**config.mk**
```make
export PLATFORM = sky130hd
export DESIGN_NAME = sys_bus_arbiter
export DESIGN_NICKNAME = d
export VERILOG_FILES = /design/src/rtl/sys_bus_arbiter.sv
export SDC_FILE = /design/constraint.sdc
export NUM_CORES = 1
export LEC_CHECK = 0
export ABC_AREA = 1
export BUFFER_PORTS_ARGS = -buffer_cell sky130_fd_sc_hd__clkbuf_2
export CAP_MARGIN = 30
export CELL_PAD_IN_SITES_DETAIL_PLACEMENT = 1
export CELL_PAD_IN_SITES_GLOBAL_PLACEMENT = 1
export CORE_UTILIZATION = 41
export CTS_BUF_LIST = sky130_fd_sc_hd__clkbuf_2 sky130_fd_sc_hd__clkbuf_4 sky130_fd_sc_hd__clkbuf_8
export CTS_CLUSTER_DIAMETER = 120
export DETAILED_ROUTE_END_ITERATION = 7
export PLACE_DENSITY_LB_ADDON = 0.3
export SLEW_MARGIN = 5
export SYNTH_ARGS = -nofsm -noshare
export SYNTH_HDL_FRONTEND = slang
export SYNTH_SLANG_ARGS = --single-unit
```
**constraint.sdc**
```tcl
create_clock -name clk_i -period 9.6 [get_ports clk_i]
set_input_delay 0.48 -clock clk_i [delete_from_list [all_inputs] [get_ports clk_i]]
set_output_delay 0.48 -clock clk_i [all_outputs]
set_load 0.01 [all_outputs]
```
**src/rtl/sys_bus_arbiter.sv**
```systemverilog
// Round-robin arbiter sharing one sys_bus master port between NM requesters.
// Strobes are latched per requester and replayed on the bus one access at a time.
module sys_bus_arbiter #(
  parameter int NM  = 2,
  parameter int AW  = 32,
  parameter int DW  = 32,
  parameter int TMO = 255
) (
  input  logic             clk_i,
  input  logic             rst_i,
  input  logic [NM*AW-1:0] m_addr_i,
  input  logic [NM*DW-1:0] m_wdata_i,
  input  logic [NM-1:0]    m_wen_i,
  input  logic [NM-1:0]    m_ren_i,
  output logic [NM*DW-1:0] m_rdata_o,
  output logic [NM-1:0]    m_ack_o,
  output logic [NM-1:0]    m_err_o,
  output logic [AW-1:0]    s_addr_o,
  output logic [DW-1:0]    s_wdata_o,
  output logic             s_wen_o,
  output logic             s_ren_o,
  input  logic [DW-1:0]    s_rdata_i,
  input  logic             s_ack_i,
  input  logic             s_err_i,
  output logic [NM-1:0]    grant_o,
  output logic [NM-1:0]    ovr_o
);

  localparam int IW = (NM > 1) ? $clog2(NM) : 1;
  localparam int CW = (TMO > 0) ? $clog2(TMO + 1) : 1;
  localparam logic [CW-1:0] TMO_C   = CW'(TMO);
  localparam logic [IW-1:0] PTR_RST = IW'(NM - 1);

  typedef enum logic [1:0] {S_IDLE, S_ISSUE, S_WAIT, S_DONE} state_t;

  state_t        r_state;
  logic [NM-1:0] r_pend;
  logic [NM-1:0] r_op;
  logic [NM-1:0] r_ovr;
  logic [NM-1:0] r_grant;
  logic [NM-1:0] r_m_ack;
  logic [NM-1:0] r_m_err;
  logic [AW-1:0] r_addr    [NM];
  logic [DW-1:0] r_wdata   [NM];
  logic [DW-1:0] r_m_rdata [NM];
  logic [IW-1:0] r_ptr;
  logic [IW-1:0] r_gidx;
  logic [CW-1:0] r_cnt;
  logic          r_is_wr;
  logic [AW-1:0] r_s_addr;
  logic [DW-1:0] r_s_wdata;
  logic          r_s_wen;
  logic          r_s_ren;

  logic [NM-1:0] w_stb;
  logic [NM-1:0] w_clr;
  logic [AW-1:0] w_addr  [NM];
  logic [DW-1:0] w_wdata [NM];
  logic [IW-1:0] w_win;
  logic          w_any;

  generate
    for (genvar gi = 0; gi < NM; gi++) begin : g_slice
      assign w_addr[gi]                = m_addr_i[gi*AW +: AW];
      assign w_wdata[gi]               = m_wdata_i[gi*DW +: DW];
      assign m_rdata_o[gi*DW +: DW]    = r_m_rdata[gi];
    end
  endgenerate

  assign w_stb = m_wen_i | m_ren_i;
  // The owner's pend flag clears during DONE, so a fresh strobe that cycle is accepted.
  assign w_clr = (r_state == S_DONE) ? r_grant : '0;

  always_ff @(posedge clk_i or posedge rst_i) begin
    if (rst_i) begin
      r_pend <= '0;
      r_op   <= '0;
      r_ovr  <= '0;
      for (int i = 0; i < NM; i++) begin
        r_addr[i]  <= '0;
        r_wdata[i] <= '0;
      end
    end else begin
      r_ovr <= w_stb & r_pend & ~w_clr;
      for (int i = 0; i < NM; i++) begin
        if (w_stb[i] && (!r_pend[i] || w_clr[i])) begin
          r_pend[i]  <= 1'b1;
          r_op[i]    <= m_wen_i[i];
          r_addr[i]  <= w_addr[i];
          r_wdata[i] <= w_wdata[i];
        end else if (w_clr[i]) begin
          r_pend[i] <= 1'b0;
        end
      end
    end
  end

  // First pending index above the pointer wins; otherwise wrap to the lowest one.
  always_comb begin
    w_win = '0;
    w_any = 1'b0;
    for (int i = 0; i < NM; i++) begin
      if (!w_any && r_pend[i] && (i > int'(r_ptr))) begin
        w_any = 1'b1;
        w_win = IW'(i);
      end
    end
    for (int i = 0; i < NM; i++) begin
      if (!w_any && r_pend[i] && (i <= int'(r_ptr))) begin
        w_any = 1'b1;
        w_win = IW'(i);
      end
    end
  end

  always_ff @(posedge clk_i or posedge rst_i) begin
    if (rst_i) begin
      r_state   <= S_IDLE;
      r_ptr     <= PTR_RST;
      r_gidx    <= '0;
      r_grant   <= '0;
      r_cnt     <= '0;
      r_is_wr   <= 1'b0;
      r_s_addr  <= '0;
      r_s_wdata <= '0;
      r_s_wen   <= 1'b0;
      r_s_ren   <= 1'b0;
      r_m_ack   <= '0;
      r_m_err   <= '0;
      for (int i = 0; i < NM; i++) r_m_rdata[i] <= '0;
    end else begin
      r_s_wen <= 1'b0;
      r_s_ren <= 1'b0;
      r_m_ack <= '0;
      r_m_err <= '0;
      for (int i = 0; i < NM; i++) r_m_rdata[i] <= '0;
      case (r_state)
        S_IDLE: begin
          if (w_any) begin
            r_grant   <= NM'(1) << w_win;
            r_gidx    <= w_win;
            r_is_wr   <= r_op[w_win];
            r_s_wen   <= r_op[w_win];
            r_s_ren   <= ~r_op[w_win];
            r_s_addr  <= r_addr[w_win];
            r_s_wdata <= r_wdata[w_win];
            r_cnt     <= '0;
            r_state   <= S_ISSUE;
          end
        end
        S_ISSUE, S_WAIT: begin
          if (s_ack_i || s_err_i) begin
            r_m_ack[r_gidx]   <= 1'b1;
            r_m_err[r_gidx]   <= s_err_i;
            r_m_rdata[r_gidx] <= r_is_wr ? '0 : s_rdata_i;
            r_s_addr          <= '0;
            r_s_wdata         <= '0;
            r_state           <= S_DONE;
          end else if ((TMO > 0) && (r_cnt == TMO_C)) begin
            r_m_ack[r_gidx] <= 1'b1;
            r_m_err[r_gidx] <= 1'b1;
            r_s_addr        <= '0;
            r_s_wdata       <= '0;
            r_state         <= S_DONE;
          end else begin
            if (TMO > 0) r_cnt <= r_cnt + CW'(1);
            r_state <= S_WAIT;
          end
        end
        S_DONE: begin
          r_ptr   <= r_gidx;
          r_grant <= '0;
          r_state <= S_IDLE;
        end
        default: r_state <= S_IDLE;
      endcase
    end
  end

  assign m_ack_o   = r_m_ack;
  assign m_err_o   = r_m_err;
  assign s_addr_o  = r_s_addr;
  assign s_wdata_o = r_s_wdata;
  assign s_wen_o   = r_s_wen;
  assign s_ren_o   = r_s_ren;
  assign grant_o   = r_grant;
  assign ovr_o     = r_ovr;

endmodule
```
### After elaboration in Yosys (flattened, before gate mapping)

Index checks and enable logic that the tools add are counted.

* register bits after elaboration: 283
* input bits: 168
* output and inout port bits: 138
* logic and storage cells: 125

* add/sub/neg operators: 1
* magnitude comparators: 8
* equality and inequality tests: 8
* shift operators: 1
* mux-type cells: 50
* bitwise gates (word level): 9
* reduce and logical (&&, ||, !) cells: 25

Operators with widths (count)
* 2-to-1 mux 32 bit: 12
* 2-to-1 mux 64 bit: 2
* one-hot mux 32 bit (2 select lines): 2
* bitwise AND 64 bit: 1
* demux 32 bit (select 1 bit): 1
* 2-to-1 mux 8 bit: 3
* 2-to-1 mux 1 bit: 18
* 2-to-1 mux 2 bit: 8
* one-hot mux 8 bit (2 select lines): 1
* adder 8 x 1 -> 8 bit (second input constant): 1
* == test 8 bit (second input constant): 1
* logical AND 1 bit: 8
* nonzero test 2 bit: 4
* bitwise AND 2 bit: 3
* inequality test 2 bit (second input constant): 3
* one-hot mux 2 bit (3 select lines): 1
* == test 2 bit (second input constant): 2
* >= comparator 2 bit (second input constant): 2
* zero test 1 bit: 4
* < comparator 1 x 2 -> 1 bit (second input constant): 2
* inverter 1 -> 2 bit: 2
* one-hot mux 2 bit (2 select lines): 1
* AND reduction 2 bit: 2
* AND reduction 4 bit: 1
* other kinds (15): 17

### Logic depth before layout (Yosys ltp)

Gate-level depths: netlist (run 1).

* word-level depth: 16
* mapped depth: 9
* gate-level depth less buffers: 8

### Worst setup path before layout (run 1)

Ideal clock, no wire load.

* path kind: reg2reg
* from: reg r_state[0]
* to: reg r_cnt[2]
* setup time: 121 ps
* data arrival time: 1453 ps
* data required time: 9479 ps
* slack: 8026 ps
* stages on the path, launching flop included: 10
* buffers on the path: 2
* clock period less this slack: 1574 ps
* cell sequence: dfrtp_1 > inv_1 > ha_1 > buf_2 > nor2_1 > a21oi_2 > nand3_1 > buf_2 > nand2_1 > o21ai_1

* cells in the longest elaborated chain, start to end: 4
* elaborated cells between the ends (all ways): 10
* classes of those cells: 5 x eq/ne; 1 x mux; 4 x reduce/logical

RTL lines
* start, declared: line 36 `state_t r_state;`
* start signal, assigned: line 118 `r_state <= S_IDLE;`
* start signal, assigned: line 148 `r_state <= S_ISSUE;`
* start signal, assigned: line 158 `r_state <= S_DONE;`
* == test 2 x 1 -> 1 bit or == test 2 bit (tied branches): line 137 `case (r_state)`
* OR reduction 2 bit: line 137
* inequality test 2 bit (no source line) or nonzero test 2 bit (tied branches)
* AND reduction 4 bit (no source line)
* end signal, assigned: line 166 `if (TMO > 0) r_cnt <= r_cnt + CW'(1);`
* end, declared: line 48 `logic [CW-1:0] r_cnt;`

Several ways; a longest one is shown, not always the timed one.
A chain may end at the register's enable or synchronous reset.

### Final worst setup path (run 1)

* from: reg r_state[0]
* to: reg r_s_wdata[23], in the netlist s_wdata_o[23]

* cells in the longest elaborated chain, start to end: 4
* elaborated cells between the ends (all ways): 9
* classes of those cells: 4 x eq/ne; 1 x mux; 4 x reduce/logical

RTL lines
* == test 2 x 1 -> 1 bit or == test 2 bit (tied branches): line 137
* OR reduction 2 bit: line 137
* inequality test 3 bit (no source line) or nonzero test 2 bit (tied branches)
* AND reduction 3 bit (no source line)
* end signal, assigned: line 146 `r_s_wdata <= r_wdata[w_win];`
* end, declared: line 51 `logic [DW-1:0] r_s_wdata;`

Several ways; a longest one is shown, not always the timed one.

==> results of run 1 <==
==> cells in the mapped netlist, drive strengths merged <==
library cell | count | share of area (%)
a21oi | 65 | 2.8
buf | 70 | 3.8
clkbuf | 23 | 0.73
dfrtp | 282 | 59
dfstp | 1 | 0.22
ha | 3 | 0.31
inv | 178 | 5.6
nand2 | 367 | 12
nand3 | 142 | 6.0
nor2 | 21 | 0.68
nor3 | 66 | 2.8
o21ai | 149 | 6.4
o21bai | 1 | 0.063
o22ai | 1 | 0.052
or2 | 1 | 0.052
==> repair_timing <==
| action | CTS | global route |
|---|---|---|
| endpoints found under the hold margin | 66 | 0 |
| hold buffers | 1 | 0 |
| endpoints found under the setup margin | 0 | 0 |
==> layout make-up <==
type,instances,share of cell area [%]
Multi-Input combinational cell,816,25.08
Clock inverter,10,0.7713
Sequential cell,283,47.99
Timing Repair Buffer,321,11.97
Inverter,178,4.577
Tap cell,384,3.255
Clock buffer,75,6.357
==> report_power, final <==
part | total (mW) | switching [mW] | leakage [nW] | internal (mW)
sequential | 1.80 | 0.221 | 3.71 | 1.58
combinational | 1.64 | 1.11 | 3.88 | 0.525
clock | 1.17 | 0.497 | 0.563 | 0.677
total | 4.61 | 1.83 | 8.15 | 2.78
==> layer usage <==
metal / vias to the layer above / GRT usage (%) / part of all wire [%]
met4: 0 / 7.117 / 2.2
met1: 4951 / 32.43 / 44
li1: 4885 / - / -
met2: 307 / 40.99 / 49
met5: - / 0 / 0
met3: 55 / 3.584 / 4.8
==> sequential cells by signal (all words and copies together) (netlist names), 8 cells and up <==
register   flops
s_addr_o      32
s_wdata_o     32
m_rdata_o     64
r_addr        64
r_wdata       64
r_cnt          8
==> metrics by stage <==
step	worst slack (ns)	util (%)	cell area [sq um]	cells	hold slack (ns)
6_report	6.043	51.43	14760	2067	0.1272
5_1_grt	5.745	51.43	14760	2067	0.1149
4_1_cts	6.022	51.36	14740	2066	0.08461
3_5_place_dp	6.047	47.66	13680	1980	0.4636
3_3_place_gp	5.801	47.14	13530	1974	0.4511
2_1_floorplan	1.314	-	11950	1370	0.4367
==> path summary, 6_finish.rpt <==
check | startpoint | to
worst min-delay path | s_rdata_i[28] | m_rdata_o[60]
min in group asynchronous | rst_i | m_rdata_o[42]
worst max register to register | r_state[0] | s_wdata_o[23]
max in group asynchronous | rst_i | r_wdata[32]
worst min register to register | s_addr_o[28] | s_addr_o[28]
worst max-delay path | r_state[0] | s_wdata_o[23]
==> critical path, stage by stage, from the launching register on <==
cell	delay [ns]
dfrtp_1	0.36
inv_1	0.09
ha_4	0.88
nand3_4	0.82
nand2_2	0.78
buf_12	0.28
nand2_1	0.09
nand2_1	0.07
==> cell families after synthesis <==
logic type      after synthesis  synth area share [%]
simple gates                597                 21.03
flops                       283                 59.27
buf+inv                     271                 10.15
compound gates              216                 9.234
fa+ha+maj                     3                0.3141
==> impl_metrics.csv, run 1 <==
group,metric,value,unit
run_status,outcome,"finished, final reports clean",
clock_tree,cts_resized,0,
sta,hold_violations,0,
worst_setup_path,crit_path_max_fanout,79,
sta,final_max_slew_viol_count,0,
worst_setup_path,r2r_slack,6.04,ns
clock_tree,clockBufferDepth,3,
sta,timing.fmax,0.2811,GHz
detailed_routing,ant_nets,0,
floorplan,core,28700,sq um
grt,grt_pass1_wl,58220,um
worst_setup_path,startpoint_type,"flip-flop",
cells_and_area,fillers,3499,
floorplan,rows,62,
worst_setup_path,crit_required,10.09,ns
synthesis,synth_fp_nets,1541,
detailed_routing,vias_per_cell,4.934,
placed_design,port_buffers,305,
cells_and_area,multiInputGateArea,3702,sq um
power,leakage,8.154,nW
detailed_routing,post-route-drc-count,0,
sta,setup_violations,0,
detailed_routing,drt_iter0_markers,637,
cells_and_area,seq_area,7084,sq um
sta,fin_tns_setup,0,ns
clock_tree,h-tree-depth,2,
clock_tree,root_buffer,"clkbuf_8",
worst_setup_path,arrival,4.05,ns
clock_tree,post_cts_buffers,0,
grt,grt_max_degree,93,
power,total_power,4.610,mW
clock_tree,path_clk_slew,0.06,ns
synthesis,ys_ff_latch,283,
cells_and_area,area_delta_synth_final,23.51,%
detailed_routing,wl,35250,um
detailed_routing,dr.pass1.iters,5,
worst_setup_path,critPathKind,"reg2reg",
floorplan,fp.dieArea,29840,sq um
sta,max_slew_margin,39.10,%
grt,track_usage,24.26,%
grt,antenna_found_initial,0,
synthesis,yosysSeqAreaShare,59.27,%
clock_tree,insertion_delay,0.58,ns
synthesis,syn_area,11950,sq um
synthesis,synth_cell_types,26,
synthesis,avgSynthCellArea,8.724,sq um
placed_design,hpwl,23470,um
clock_tree,clock-sinks,283,
synthesis,yosys_warnings,0,
floorplan,die_x,172.7,um
floorplan,start_util,41.64,%
sta,rsz0062_at_grt,"false",
detailed_routing,wl_per_cell,17.05,um
sta,timing.final.crit_period,3.557,ns
synthesis,synthCells,1370,
min_path,hp-class,"in2reg",
cells_and_area,mostFrequentLayoutCells,"nand2_1, clkbuf_2, dfrtp_1, inv_1, nand3_1",
worst_setup_path,reg2reg_depth,7,
placed_design,gp_congestion,0.7569,
sta,tightest_slew,0.9134,ns
worst_setup_path,end_kind,"flip-flop",
clock_tree,cts_buffers,47,
cells_and_area,antenna_cells,0,
cells_and_area,fin_nets,1818,
cells_and_area,drive_above_1_share,25.01,%
detailed_routing,vias,10200,
power,ir_drop,185.1,uV
grt,grt_pass1_vias,10700,
sta,skew,0.02736,ns
power,powerDensity,312.3,nW/um^2
floorplan,die_h,172.7,um
grt,gr-total-overflow,0,
clock_tree,tritoncts,"built",
sta,period_share,37.06,%
cells_and_area,final_common_cell,"nand2_1",
flow_run,maxCapViolations,0,
floorplan,io_pins,306,
min_path,whs_path_depth,3,
No activity file was read; power rests on OpenSTA's default activity.
==> run 2, diff against run 1 <==
- ABC_AREA: 1 -> 0
- CORE_UTILIZATION: 41 -> 44
- clock period: 9.6 -> 3.56 ns (I/O delays scaled with it)
==> impl_metrics.csv, run 2 <==
group,metric,value,unit
grt,antenna_found_initial,2,
sta,skew,0.03678,ns
clock_tree,clockBufferDepth,3,
synthesis,synth_common_cells,"dfrtp_1, mux2_2, and3_1, mux2i_1, o2bb2ai_1",
min_path,hp-class,"in2async",
synthesis,ys_ff_latch,283,
clock_tree,insertion_delay,0.58,ns
worst_setup_path,max_stage_delay,0.45,ns
worst_setup_path,critPathKind,"reg2reg",
cells_and_area,area_delta_synth_final,40.62,%
clock_tree,cts_buffers,48,
floorplan,core,24600,sq um
power,ir_drop,541.7,uV
cells_and_area,fin_nets,1413,
sta,period_share,63.18,%
floorplan,die_h,161.4,um
synthesis,yosys.area.top_type,"dfrtp_1",
worst_setup_path,crit_required,3.98,ns
sta,timing.fmax,0.4446,GHz
placed_design,port_buffers,305,
worst_setup_path,startpoint_type,"flip-flop",
cells_and_area,multiInputGateArea,3762,sq um
clock_tree,clock-sinks,283,
worst_setup_path,crit_path_max_fanout,34,
worst_setup_path,r2r_start,"r_state[1]",
detailed_routing,dr.pass1.iters,4,
floorplan,io_pins,306,
power,switchingPower,4.928,mW
sta,rsz0062_at_grt,"false",
power,total_power,13.38,mW
sta,tightest_slew,0.7290,ns
grt,grt_max_degree,82,
power,powerDensity,851.5,nW/um^2
detailed_routing,ant_nets,0,
worst_setup_path,critPathBufInv,2,
floorplan,start_util,45.43,%
detailed_routing,wl,36090,um
flow_run,maxCapViolations,0,
floorplan,fp.dieArea,26050,sq um
power,intPower,8.456,mW
sta,final_max_slew_viol_count,0,
floorplan,rows,57,
detailed_routing,drt_iter0_markers,429,
clock_tree,post_cts_buffers,0,
run_status,outcome,"finished, final reports clean",
cells_and_area,mostFrequentLayoutCells,"clkbuf_2, dfrtp_1, dlygate4sd3_1, mux2_2",
synthesis,synth_fp_nets,919,
synthesis,synthArstFlopShare,100.0,%
power,leakage,7.995,nW
detailed_routing,wl_per_cell,22.47,um
synthesis,yosysSeqAreaShare,63.36,%
synthesis,netlist_top_cells_area,"dfrtp_1, mux2_2, mux2i_1, o2bb2ai_1, and3_1",
sta,setup_violations,0,
clock_tree,cts_resized,0,
cells_and_area,seq_area,7083,sq um
clock_tree,root_buffer,"clkbuf_8",
synthesis,avgSynthCellArea,14.94,sq um
synthesis,yosys_warnings,0,
worst_setup_path,crit_start,"r_state[1]",
clock_tree,cts-hold-fix-buffers,169,
sta,hold_violations,0,
power,p_seq_share,39.2,%
sta,fin_tns_setup,0,ns
cells_and_area,final_common_cell,"clkbuf_2",
floorplan,die_x,161.4,um
placed_design,gp_congestion,0.7673,
synthesis,syn_area,11180,sq um
cells_and_area,utilization,63.89,%
grt,grt_pass1_wl,56560,um
detailed_routing,vias,8389,
clock_tree,path_clk_slew,0.06,ns
worst_setup_path,cp_cell_sequence,"inv_1, ha_1, nor3b_4, nor2_2, nand2_2, buf_4, o2bb2ai_1",
detailed_routing,post-route-drc-count,0,
synthesis,synth_most_common_cell,"dfrtp_1",
sta,max_slew_margin,51.40,%
cells_and_area,fillers,2447,
power,clock_power_share,23.0,%
grt,track_usage,28.44,%
clock_tree,h-tree-depth,2,
power,swShare,36.82,%
synthesis,synth_top_flop_cell,"dfrtp_1",
detailed_routing,vias_per_cell,5.224,
power,combPwrFrac,37.8,%
grt,grt_pass1_vias,9790,
synthesis,synth_top_cell_area_share,63.13,%
sta,timing.final.crit_period,2.249,ns
worst_setup_path,arrival,2.66,ns
synthesis,synth_cell_types,45,
cells_and_area,drive_above_1_share,43.83,%
synthesis,synth_edf_count,0,
synthesis,synthCells,748,
worst_setup_path,crit_path_top_delay_cell,"buf_4",
worst_setup_path,cpLargestDelayFamily,"simple AND/OR/NAND/NOR gates",
grt,gr-total-overflow,0,
worst_setup_path,end_kind,"flip-flop",
placed_design,hpwl,19430,um
clock_tree,tritoncts,"built",
[run 2: cell count changes in the layout (fill, tap and decap cells not counted), sizes merged, moves of 130 or more]
cell         previous run  this run
nand3                 142         4
mux2                    0       130
dlygate4sd3             1       169
inv                   181         5
nand2                 367        18
o21ai                 149        10
[run 2: path summary, 6_finish.rpt]
kind,endpoint,slack (ns),depth (start not counted)
setup reg to reg,s_wdata_o[19],1.31,7
hold reg to reg,s_addr_o[16],0.49,1
setup / recovery,s_wdata_o[19],1.31,7
min in group clk_i,r_cnt[7],0.23,5
hold / removal,r_addr[54],0.13,3
max in group asynchronous,r_ptr,2.45,5
[run 2: logic make-up (layout without fill, tap and decap cells)]
group           count (synthesis)  in the layout  share of synthesized area [%]
compound gates                 92             92                          7.970
simple gates                  122            122                          6.302
flops                         283            283                          63.36
buf+inv                        52            584                          3.022
mux                           196            196                          19.01
other cells                     0              2                              0
fa+ha+maj                       3              3                         0.3358
[run 2: metal layers]
layer	part of all wire, %	GRT usage, %
met2	53	50.45
met3	4.5	5.110
met1	39	33.59
met5	0	0
met4	3.9	12.86
[run 2: power by group through the flow]
stage | logic, mW | registers (mW) | clock network [mW]
after floorplan | 3.31 | 5.22 | 0
after global placement | 4.58 | 5.15 | 0
after detailed placement | 4.77 | 5.20 | 0
after CTS | 4.96 | 5.17 | 3.11
after global routing | 5.46 | 5.37 | 3.27
final | 5.06 | 5.25 | 3.08
[run 2: layout make-up]
cell class | instances | area share (%)
Antenna cell | 2 | 0.03184
Sequential cell | 283 | 45.06
Timing Repair Buffer | 491 | 21.76
Multi-Input combinational cell | 413 | 23.94
Clock inverter | 8 | 0.2786
Inverter | 5 | 0.1433
Clock buffer | 80 | 6.209
Tap cell | 324 | 2.579
[run 2: worst reg2reg max path, stage by stage (launching register included)]
cell and delay (ns):
dfrtp_1 0.39, inv_1 0.07, ha_1 0.32, nor3b_4 0.43
nor2_2 0.13, nand2_2 0.10, buf_4 0.45, o2bb2ai_1 0.21
[run 2: metrics by stage]
stage                     instance area (sq um)  std cells  setup slack, ns  hold WS (ns)
after floorplan                           11180        748          -0.3665        0.3127
final                                     15720       1606            1.311        0.1334
after CTS                                 15690       1603            1.367        0.1836
after global routing                      15720       1606            1.109        0.1256
after global placement                    12980       1346            1.465        0.3953
after detailed placement                  12980       1346            1.365        0.4033
==> run 3, diff against run 2 <==
- ABC_AREA: 0 -> 1
- CORE_UTILIZATION: 44 -> 41
- clock period: 3.56 -> 2.3 ns (I/O delays scaled with it)
==> impl_metrics.csv, run 3 (synthesis gave the netlist of run 1 again) <==
group,metric,value,unit
clock_tree,path_clk_slew,0.06,ns
power,intPower,11.83,mW
detailed_routing,wl,45420,um
run_status,outcome,"finished, final reports clean",
sta,final_max_slew_viol_count,0,
worst_setup_path,timing.rr.end,"m_rdata_o[5]",
cells_and_area,final_common_cell,"nand2_1",
worst_setup_path,critPathKind,"reg2reg",
worst_setup_path,crit_path_max_fanout,35,
cells_and_area,fin_nets,2004,
clock_tree,h-tree-depth,2,
grt,gr-total-overflow,0,
floorplan,start_util,41.64,%
sta,skew,0.02657,ns
clock_tree,cts_buffers,49,
placed_design,dp_cells,1998,
clock_tree,root_buffer,"clkbuf_8",
detailed_routing,vias,11670,
power,swShare,41.21,%
power,powerDensity,1213,nW/um^2
sta,fin_hold_ws,0.06302,ns
floorplan,io_pins,306,
power,total_power,20.12,mW
cells_and_area,area_delta_synth_final,38.75,%
grt,grt_pass1_wl,72220,um
power,ir_drop,929.8,uV
grt,grt_max_degree,66,
min_path,min_to,"m_ack_o[1]",
power,leakage,8.928,nW
grt,track_usage,30.69,%
sta,setup_slack,0.08761,ns
power,combPwrFrac,38.8,%
power,p_seq_share,37.4,%
floorplan,fp.dieArea,29840,sq um
detailed_routing,drt_iter0_markers,808,
placed_design,gp_congestion,0.8233,
detailed_routing,wl_per_cell,20.13,um
grt,grt_pass1_vias,12960,
worst_setup_path,arrival,2.62,ns
detailed_routing,post-route-drc-count,0,
worst_setup_path,r2r_slack,0.09,ns
clock_tree,clockBufferDepth,3,
floorplan,core,28700,sq um
clock_tree,insertion_delay,0.57,ns
cells_and_area,design_area,16580,sq um
sta,period_share,96.19,%
cells_and_area,drive_above_1_share,23.43,%
cells_and_area,utilization,57.77,%
placed_design,pre_cts_ws,0.1241,ns
sta,fin_tns_setup,0,ns
sta,max_slew_margin,45.45,%
floorplan,rows,62,
cells_and_area,mostFrequentLayoutCells,"nand2_1, clkbuf_2, dfrtp_1, inv_1, dlygate4sd3_1",
clock_tree,post_cts_buffers,0,
power,clock_power_share,23.8,%
min_path,whs_path_depth,5,
sta,setup_violations,0,
sta,timing.final.crit_period,2.212,ns
power,switchingPower,8.293,mW
placed_design,placed_cell_area,13870,sq um
worst_setup_path,startpoint_type,"flip-flop",
detailed_routing,ant_nets,0,
grt,antenna_found_initial,6,
flow_run,maxCapViolations,0,
worst_setup_path,crit_required,2.71,ns
clock_tree,clock-sinks,283,
placed_design,port_buffers,305,
sta,tightest_slew,0.8152,ns
sta,timing.fmax,0.4520,GHz
cells_and_area,post_layout_nonfiller_instances,2256,
worst_setup_path,reg2reg_depth,6,
floorplan,die_x,172.7,um
floorplan,die_h,172.7,um
min_path,worst_hold_startpoint,"s_ack_i",
clock_tree,tritoncts,"built",
placed_design,hpwl,23520,um
min_path,hp-class,"in2reg",
sta,hold_violations,0,
detailed_routing,dr.pass1.iters,5,
worst_setup_path,end_kind,"flip-flop",
detailed_routing,vias_per_cell,5.174,
sta,rsz0062_at_grt,"false",
worst_setup_path,r2r_start,"r_state[0]",
run 3: cell types whose count changed in the layout (fill, tap and decap cells not counted), sizes merged, moves of 130 or more:
cell and change:
mux2 -130, nand2 +349, inv +173, nand3 +138
o21ai +139
run 3: final cells by class:
class	instances	area, sq um
flip-flops and latches	283	7084
repair buffers	505	3611
clock inverters	2	13.76
well taps	384	480.5
diodes	7	17.52
inverters	178	671.9
multi-input cells	816	3707
clock buffers	81	996.0
fillers	3415	12120
run 3: metal layers:
| layer | up-vias | wire length (um) | global-route usage (%) |
|---|---|---|---|
| li1 | 5254 | - | - |
| met1 | 5815 | 17910 | 36.41 |
| met2 | 479 | 23040 | 53.58 |
| met3 | 125 | 2616 | 5.893 |
| met4 | 0 | 1855 | 14.64 |
| met5 | - | 0 | 0 |
run 3: how the worst max path moves through the flow:
stage,startpoint,slack (ns),end
floorplan,rst_i,-1.56,grant_o[0]
global placement,r_state[0],0.23,r_cnt[7]
detailed placement,r_state[0],0.12,r_cnt[7]
CTS,r_state[0],0.15,r_cnt[6]
global route,r_state[1],0.004,m_rdata_o[5]
finish,r_state[0],0.09,m_rdata_o[5]
run 3: power groups by stage:
| stage | Clock [mW] | Sequential, mW | Combinational (mW) |
|---|---|---|---|
| final | 4.79 | 7.53 | 7.80 |
| after global routing | 5.12 | 7.67 | 8.61 |
| after CTS | 4.81 | 7.43 | 7.63 |
| after detailed placement | 0 | 7.49 | 7.36 |
| after global placement | 0 | 7.42 | 7.10 |
| after floorplan | 0 | 7.52 | 4.80 |
run 3: worst max-delay path, stage by stage, from the launching register on:
cell and delay [ns]:
dfrtp_1 0.35, inv_1 0.08, ha_4 0.31, inv_1 0.06
or2_2 0.56, buf_4 0.32, nor3_1 0.39
run 3: repair_timing:
| item | 4_1_cts | 5_1_grt |
|---|---|---|
| endpoints found under the hold margin | 214 | 0 |
| endpoints found under the setup margin | 0 | 4 |
| resized for setup | 0 | 1 |
| hold buffers | 168 | 0 |
